==> src/rtl/traffic_lights_pkg.sv <==
// Shared definitions for the traffic-lights controller and its command generator.
//   cmd_e : 3-bit command code carried on cmd_type_o and consumed by traffic_lights.
package traffic_lights_pkg;

  typedef enum logic [2:0] {
    CmdOn        = 3'd0,
    CmdOff       = 3'd1,
    CmdNotr      = 3'd2,
    CmdSetGreen  = 3'd3,
    CmdSetRed    = 3'd4,
    CmdSetYellow = 3'd5
  } cmd_e;

endpackage

==> src/rtl/traffic_lights_cmd_gen.sv <==
// Command generator for the traffic-lights controller.
// Turns an accepted phase-duration configuration into the command stream
// NOTRANSITION, SET_RED, SET_YELLOW, SET_GREEN, ON, with CMD_GAP idle cycles
// between commands, and issues OFF on request.
//
// Ports:
//   clk_i        : clock
//   srst_i       : synchronous active-high reset
//   cfg_valid_i  : configuration request valid
//   cfg_ready_o  : configuration accepted when valid && ready
//   cfg_red_i    : red phase duration (ms)
//   cfg_yellow_i : yellow phase duration (ms)
//   cfg_green_i  : green phase duration (ms)
//   off_req_i    : request to switch the lights off
//   cmd_type_o   : command code (cmd_e), 0 when cmd_valid_o is low
//   cmd_valid_o  : one-cycle command strobe
//   cmd_data_o   : command payload, 0 when cmd_valid_o is low
//   busy_o       : sequence in progress
//   err_o        : one-cycle pulse on a rejected configuration
module traffic_lights_cmd_gen
  import traffic_lights_pkg::*;
#(
  parameter int unsigned CMD_GAP = 0,
  parameter int unsigned DATA_W  = 16
) (
  input  logic              clk_i,
  input  logic              srst_i,
  input  logic              cfg_valid_i,
  output logic              cfg_ready_o,
  input  logic [DATA_W-1:0] cfg_red_i,
  input  logic [DATA_W-1:0] cfg_yellow_i,
  input  logic [DATA_W-1:0] cfg_green_i,
  input  logic              off_req_i,
  output logic [2:0]        cmd_type_o,
  output logic              cmd_valid_o,
  output logic [DATA_W-1:0] cmd_data_o,
  output logic              busy_o,
  output logic              err_o
);

  typedef enum logic [2:0] {
    StIdle, StNotr, StRed, StYel, StGrn, StOn, StOff, StGap
  } state_e;

  // Gap counter is loaded with CMD_GAP-1 and counts down to 0 inside StGap.
  localparam logic [3:0] GapInit = (CMD_GAP == 0) ? 4'd0 : 4'(CMD_GAP - 1);

  state_e            state_q, state_d;
  state_e            next_q, next_d;
  state_e            tgt;
  logic [3:0]        gap_q, gap_d;
  logic              pend_q, pend_d;
  logic              err_q, err_d;
  logic [DATA_W-1:0] red_q, red_d;
  logic [DATA_W-1:0] yel_q, yel_d;
  logic [DATA_W-1:0] grn_q, grn_d;
  logic              accept;
  logic              leave;
  logic              off_now;

  // Off wins over configuration, and nothing is accepted during reset.
  assign cfg_ready_o = (state_q == StIdle) && !off_req_i && !srst_i;
  assign accept      = cfg_valid_i && cfg_ready_o;
  assign off_now     = pend_q || off_req_i;

  always_comb begin
    state_d = state_q;
    next_d  = next_q;
    gap_d   = gap_q;
    pend_d  = pend_q;
    err_d   = 1'b0;
    red_d   = red_q;
    yel_d   = yel_q;
    grn_d   = grn_q;
    tgt     = StIdle;
    leave   = 1'b0;

    case (state_q)
      StIdle: begin
        if (off_req_i) begin
          state_d = StOff;
        end else if (accept) begin
          if (cfg_red_i == '0 || cfg_yellow_i == '0 || cfg_green_i == '0) begin
            err_d = 1'b1;
          end else begin
            red_d   = cfg_red_i;
            yel_d   = cfg_yellow_i;
            grn_d   = cfg_green_i;
            state_d = StNotr;
          end
        end
      end
      StNotr: begin leave = 1'b1; tgt = StRed;  end
      StRed:  begin leave = 1'b1; tgt = StYel;  end
      StYel:  begin leave = 1'b1; tgt = StGrn;  end
      StGrn:  begin leave = 1'b1; tgt = StOn;   end
      StOn:   begin leave = 1'b1; tgt = StIdle; end
      StOff: begin
        pend_d  = 1'b0;
        state_d = StIdle;
      end
      StGap: begin
        pend_d = off_now;
        if (gap_q == 4'd0) begin
          state_d = off_now ? StOff : next_q;
        end else begin
          gap_d = gap_q - 4'd1;
        end
      end
      default: state_d = StIdle;
    endcase

    // Leaving a command state: a pending off replaces the rest of the sequence.
    if (leave) begin
      pend_d = off_now;
      if (off_now) begin
        tgt = StOff;
      end
      if (CMD_GAP == 0 || tgt == StIdle) begin
        state_d = tgt;
      end else begin
        state_d = StGap;
        next_d  = tgt;
        gap_d   = GapInit;
      end
    end
  end

  always_comb begin
    cmd_valid_o = 1'b0;
    cmd_type_o  = 3'd0;
    cmd_data_o  = '0;
    if (!srst_i) begin
      case (state_q)
        StNotr: begin cmd_valid_o = 1'b1; cmd_type_o = CmdNotr; end
        StRed: begin
          cmd_valid_o = 1'b1;
          cmd_type_o  = CmdSetRed;
          cmd_data_o  = red_q;
        end
        StYel: begin
          cmd_valid_o = 1'b1;
          cmd_type_o  = CmdSetYellow;
          cmd_data_o  = yel_q;
        end
        StGrn: begin
          cmd_valid_o = 1'b1;
          cmd_type_o  = CmdSetGreen;
          cmd_data_o  = grn_q;
        end
        StOn:  begin cmd_valid_o = 1'b1; cmd_type_o = CmdOn;  end
        StOff: begin cmd_valid_o = 1'b1; cmd_type_o = CmdOff; end
        default: ;
      endcase
    end
  end

  assign busy_o = (state_q != StIdle) && !srst_i;
  assign err_o  = err_q && !srst_i;

  always_ff @(posedge clk_i) begin
    if (srst_i) begin
      state_q <= StIdle;
      next_q  <= StIdle;
      gap_q   <= 4'd0;
      pend_q  <= 1'b0;
      err_q   <= 1'b0;
      red_q   <= '0;
      yel_q   <= '0;
      grn_q   <= '0;
    end else begin
      state_q <= state_d;
      next_q  <= next_d;
      gap_q   <= gap_d;
      pend_q  <= pend_d;
      err_q   <= err_d;
      red_q   <= red_d;
      yel_q   <= yel_d;
      grn_q   <= grn_d;
    end
  end

endmodule

==> config.mk <==
export PLATFORM = sky130hd
export DESIGN_NAME = traffic_lights_cmd_gen
export DESIGN_NICKNAME = d
export VERILOG_FILES = /design/src/rtl/traffic_lights_pkg.sv /design/src/rtl/traffic_lights_cmd_gen.sv
export SDC_FILE = /design/constraint.sdc
export NUM_CORES = 1
export LEC_CHECK = 0
export CORE_AREA = 2 2 82 84
export DETAILED_ROUTE_END_ITERATION = 10
export DIE_AREA = 0 0 84 86
export HOLD_SLACK_MARGIN = 0.02
export PLACE_DENSITY_LB_ADDON = 0.12
export SLEW_MARGIN = 20
export SYNTH_ARGS = -nofsm -noshare
export SYNTH_HDL_FRONTEND = slang
export SYNTH_SLANG_ARGS = --single-unit
==> constraint.sdc <==
create_clock -name clk_i -period 4.2 [get_ports clk_i]
set_clock_uncertainty 0.2 [all_clocks]
set_input_delay 1.05 -clock clk_i [delete_from_list [all_inputs] [get_ports clk_i]]
set_output_delay 1.05 -clock clk_i [all_outputs]
set_load 0.005 [all_outputs]
==> results.md, run 1 <==
- GR peak layer: met2
- Slew of the pin with the lowest slew margin: 0.761 ns
- Peak supply drop: about 200 µV
- Total track usage: 0.215
- Post-cts sizing count: 0
- Ports: 75
- Final Max Slew Viols: 0
- Synth Area in Adders: 0.00730
- Area post-placement: a little under 4000 µm²
- Crit path time final: ~3.9 ns
- Status: finished clean
- CTS sink cnt: 57
- Gate Count Post-Synth: roughly 330
- Ys flop type: dfxtp_1
- CTS tree: built
- Die area: just over 7000 µm²
- HPWL after DPL: 5500 µm
- Final instance area: 4030 µm²
- Synth area leader: dfxtp_1
- Post-synth top area share: 0.370
- Via count: between 2000 and 3000
- Final hold vios: 0
- Syn avg cell area: approximately 9.4 µm²
- DRC Markers: 0
- Worst Path Required: around 3.0 ns
- Crit. End Element: primary output
- Post-detailed-route count of antenna-violating nets: 0
- Total wire length: ~7500 µm
- Clk Latency, worst-skew pair: approximately 0.34 ns
- Worst reg-to-reg setup slack: 1.84 ns
- Met1 Use GR: 0.274
- Setup_tns: 0 ns
- Total congestion overflow: 0
- Place WS: around 0.56 ns
- Initial Util: 0.492
- Fin crit share: 0.930
- Setup Buffers After CTS: 0
- Average via count per standard cell: roughly 5.3
- Most frequent cells after synthesis: 57 x dfxtp_1, 40 x nor2b_1, 33 x nand2_1
- Cell Count, Final, Fillers Out: about 480
- Post-synth EDFFs: 0
- Worst slew margin: 0.493
- Count of final setup violators: 0
- Smallest hold slack: ~0.27 ns
- Die H: around 86 µm
- Synth-to-Final Area Change: 30.6%
- Hold crit path type: reg -> reg
- Global-route wire length before repair: 12200 µm
- Die W: ~84 µm
- Dominant cells by area after synthesis: dfxtp_1 37%, mux2_4 14%, nor2b_1 8.1%, nand2b_1 5.1%, a22o_1 4.5%
- Core Rows: 29
- DR pass1 iterations: 4
- Synth Area in XOR/XNOR: 0.00851
- PnR worst setup slack: around 0.30 ns
- Worst Path Max Fanout: 13
- RSZ-0062 raised after global routing: false
- WS Path Type: reg -> out
- IO Port Bufs: 74
- Register bit total from synthesis: 57
- CTS Hold Bufs: 0
- GR Layer Usage met2: 0.359
- PwrDens: 324 nW/µm²
- Register area share after synthesis: 0.370
- Largest family of logic cells by synthesized area: simple AND/OR/NAND/NOR gates
- Most frequent cell after synthesis: dfxtp_1
- CP arrival: ~2.7 ns
- CTS buffer count: 9
- H-Tree Depth: 3
- LEAKAGE: approximately 1.5 nW
- Nets: between 400 and 500
- Met3 Use GR: 0.0414
- Core area: between 6000 and 7000 µm²
- # diodes: 0
- Max cap viols: 0
- Multiplexer area fraction after synthesis: 0.206
- DR WL/cell: 15.7 µm
- CTS Root Cell: clkbuf_8
- Yosys warning count: 0
- Share of cells above drive strength 1: 0.158
- Netlist cell types: 39
- Mapped Area: 3090 µm²
- Area fraction in compound gates after synthesis: 0.103
- Startpoint types: register
- Largest net degree at the start of global routing: 50
- Peak Freq: approximately 260 MHz
- Gpl congestion: 0.778
- Via count of the first global-routing pass: between 2000 and 3000
- Syn nets: 380
- Post-synth ARST share: 0
- Clk buf depth: 2
- Clock Pin Slew Worst Setup and Hold Paths: about 0.070 ns
- Initial antenna violation count: 0
- Inst Count DP: 461
- Post-Synth Simple-Gate Area: 0.254
- 1st-iter DRT viols: around 100
[area by class of cell]
cell class	count	area, µm²
fill	574	2250
timing repair buffer	83	816
sequential	57	1140
multi-input combinational	239	1780
inverter	5	18.8
clock inverter	3	15.0
tap	77	96.3
clock buffer	13	159
[per-layer routing]
layer,wire [µm],part of all wire
met1,3540,0.47
met2,3550,0.47
met3,281,0.038
met4,102,0.014
met5,0,0
[where the power goes]
part / switching, mW / leakage (nW) / internal (mW)
clock: 0.218 / 0.0932 / 0.244
combinational: 0.108 / 0.981 / 0.139
sequential: 0.0285 / 0.463 / 0.569
total: 0.354 / 1.54 / 0.952
[state kept, by name, summed over array words and instances (netlist names)]
name,count
red_q,16
yel_q,16
grn_q,16
err_q,1
pend_q,1
gap_q,4
state_q,3
[path summary, 6_finish.rpt]
path / endpoint / from / cells past startpoint
worst max register to register: grn_q[15]$_SDFFE_PP0P_ / state_q[0]$_SDFFE_PP0P_ / 4
worst max-delay path: cmd_data_o[9] / state_q[1]$_SDFFE_PP0P_ / 7
worst min register to register: yel_q[7]$_SDFFE_PP0P_ / yel_q[7]$_SDFFE_PP0P_ / 2
worst min-delay path: yel_q[7]$_SDFFE_PP0P_ / yel_q[7]$_SDFFE_PP0P_ / 2
[cells in the final DEF, fill, tap and decap left out, types with 2 or more instances in the layout]
cell / netlist / layout
or3_1: 3 / 3
o21ai_0: 2 / 2
nor3_1: 5 / 5
and2_1: 2 / 2
nand4_1: 3 / 3
a21oi_1: 24 / 24
mux2_4: 29 / 29
a22o_1: 16 / 16
nand2b_1: 25 / 25
nor2b_1: 40 / 40
mux2i_1: 12 / 12
nor2_1: 8 / 8
clkbuf_8: 0 / 11
clkdlybuf4s50_1: 0 / 73
clkbuf_1: 11 / 2
buf_4: 1 / 8
nand2_1: 33 / 33
inv_1: 4 / 4
xnor2_1: 3 / 3
dfxtp_1: 57 / 57
clkinv_2: 0 / 3
nor4_1: 12 / 12
mux2_2: 7 / 7
[cells by family after synthesis]
logic type | Yosys count
xor gates and xnor gates | 3
buffers and inverters | 31
muxes | 48
AOI/OAI and AO/OA | 47
adders and majority gates | 2
and+or+nand+nor | 139
DFF | 57
[worst max-delay path, stage by stage (launching register included)]
cell	delay [ns]
dfxtp_1	0.59
nor2b_1	0.23
buf_4	0.21
and2_1	0.27
buf_4	0.24
nand2_1	0.07
a21oi_1	0.17
clkdlybuf4s50_1	0.53
[per-stage QoR]
stage / util / total power [mW]
global route: 0.642 / 1.36
CTS: 0.642 / 1.31
detailed placement: 0.614 / 0.855
finish: 0.642 / 1.31
global placement: 0.614 / 0.854
floorplan: - / 0.748
Note: power is estimated with default switching activity, not from simulation.
==> run 2, diff against run 1 <==
Settings changed: CTS_CLUSTER_SIZE from default to 14, RECOVER_POWER from default to 25.
==> run 2 against run 1 <==
Via count is 0.24% lower. Routed wire length is 0.29% higher. Global-route usage stayed put. Critical endpoint unchanged. Cell count stayed put. Final area is 1.7% lower.
==> results.md, run 2 (synthesis gave the netlist of run 1 again) <==
- Status: finished clean
- Clk Latency, worst-skew pair: 0.34 ns
- CTS Root Cell: clkbuf_8
- LEAKAGE: around 1.5 nW
- Worst Path Max Fanout: 13
- Via count of the first global-routing pass: between 2000 and 3000
- Initial antenna violation count: 0
- CTS sink cnt: 57
- Nets: ~450
- DR WL/cell: between 15 and 20 µm
- Worst slew margin: 0.312
- Worst reg-to-reg setup slack: between 1 and 1.5 ns
- Smallest hold slack: 0.276 ns
- Share of cells above drive strength 1: 0.130
- Utilization after layout: 0.631
- Critical path's slowest cell: dfxtp_1
- Largest regs: grn_q: 16 flops, red_q: 16 flops, yel_q: 16 flops
- Largest net degree at the start of global routing: 50
- Synth-to-Final Area Change: 28.4%
- Clock Pin Slew Worst Setup and Hold Paths: about 0.060 ns
- Setup_tns: 0 ns
- Die area: between 7000 and 8000 µm²
- Setup Buffers After CTS: 0
- Total wire length: 7490 µm
- Final instance area: a little under 4000 µm²
- HPWL after DPL: 5500 µm
- Worst Path Required: 2.95 ns
- Area post-placement: a little under 4000 µm²
- Cell mode on critical path: buf_4
- Gpl congestion: 0.778
- CP arrival: 2.61 ns
- CTS buffer count: 9
- RSZ-0062 raised after global routing: false
- Critical path's largest stage delay: 0.55 ns
- Average via count per standard cell: 5.31
- Place WS: around 0.56 ns
- Peak supply drop: 197 µV
- Via count: 2534
- PwrDens: around 330 nW/µm²
- Total track usage: 0.215
- Cell Count, Final, Fillers Out: roughly 480
- Count of final setup violators: 0
- CTS tree: built
- Final hold vios: 0
- CTS Hold Bufs: 0
- Commonest non-fill, non-tap cell in the layout: clkdlybuf4s50_1
- Fin crit share: 0.919
- Initial Util: 0.492
- # diodes: 0
- PnR worst setup slack: between 0.3 and 0.4 ns
- Crit path cell chain: nor2b_1, buf_4, and2_1, buf_4, nand2_1, a21oi_1, clkdlybuf4s50_1
- Total congestion overflow: 0
- Die H: 86 µm
- Top delay family on crit path: buffers and inverters
- Inst Count DP: around 460
- Global-route wire length before repair: approximately 12000 µm
- Max cap viols: 0
- Slew of the pin with the lowest slew margin: 1.03 ns
- Crit. End Element: primary output
- Crit path time final: between 3 and 4 ns
- H-Tree Depth: 3
- WS Path Type: reg -> out
- Core Rows: 29
- Clk buf depth: 2
- Core area: between 6000 and 7000 µm²
- Buf+Inv Stages, Crit Path: 3
- Post-detailed-route count of antenna-violating nets: 0
- 1st-iter DRT viols: between 90 and 100
- DR pass1 iterations: 4
- Die W: roughly 84 µm
- Hold crit path type: reg -> reg
- Startpoint types: register
- Ports: 75
- Peak Freq: ~260 MHz
- DRC Markers: 0
- Post-cts sizing count: 0
- Final Max Slew Viols: 0
- Most frequent cells in the layout: 71 x clkdlybuf4s50_1, 57 x dfxtp_1, 40 x nor2b_1, 33 x nand2_1, 25 x nand2b_1
- IO Port Bufs: 74
- Power after layout: roughly 1.3 mW
[run 2: changes by cell type in the layout (fill, tap and decap cells not counted), sizes merged]
cell and change:
dlygate4sd3 +2, clkdlybuf4s50 -2, buf -2, clkbuf +2
[run 2: power by group]
group          switching, mW  internal, mW
Combinational          0.106         0.132
Clock                  0.219         0.244
Sequential            0.0265         0.569
Total                  0.352         0.945
[run 2: final timing paths]
path	to	start	cells after the start
setup / recovery	cmd_data_o[9]	state_q[1]$_SDFFE_PP0P_	7
setup reg to reg	grn_q[5]$_SDFFE_PP0P_	state_q[0]$_SDFFE_PP0P_	5
hold reg to reg	grn_q[13]$_SDFFE_PP0P_	grn_q[13]$_SDFFE_PP0P_	2
hold / removal	grn_q[13]$_SDFFE_PP0P_	grn_q[13]$_SDFFE_PP0P_	2
[run 2: per-layer routing]
metal  GRT usage  up-vias  wire length, µm
li1            -     1276                -
met1       0.274     1195             3590
met2       0.359       54             3530
met3      0.0414        9              263
met4      0.0880        0              108
met5           0        -                0
[run 2: cell type report]
class | instances | area [µm²]
clock buffer | 13 | 159
clock inverter | 3 | 15.0
fill | 588 | 2310
inverter | 5 | 18.8
multi-input combinational | 239 | 1740
sequential | 57 | 1140
tap | 77 | 96.3
timing repair buffer | 83 | 797
[run 2: worst register-to-register path, stage by stage (launching register included)]
cell	delay, ns
dfxtp_1	0.43
nor4_1	0.63
nand3b_1	0.22
nand4b_1	0.25
clkbuf_2	0.61
mux2_1	0.54
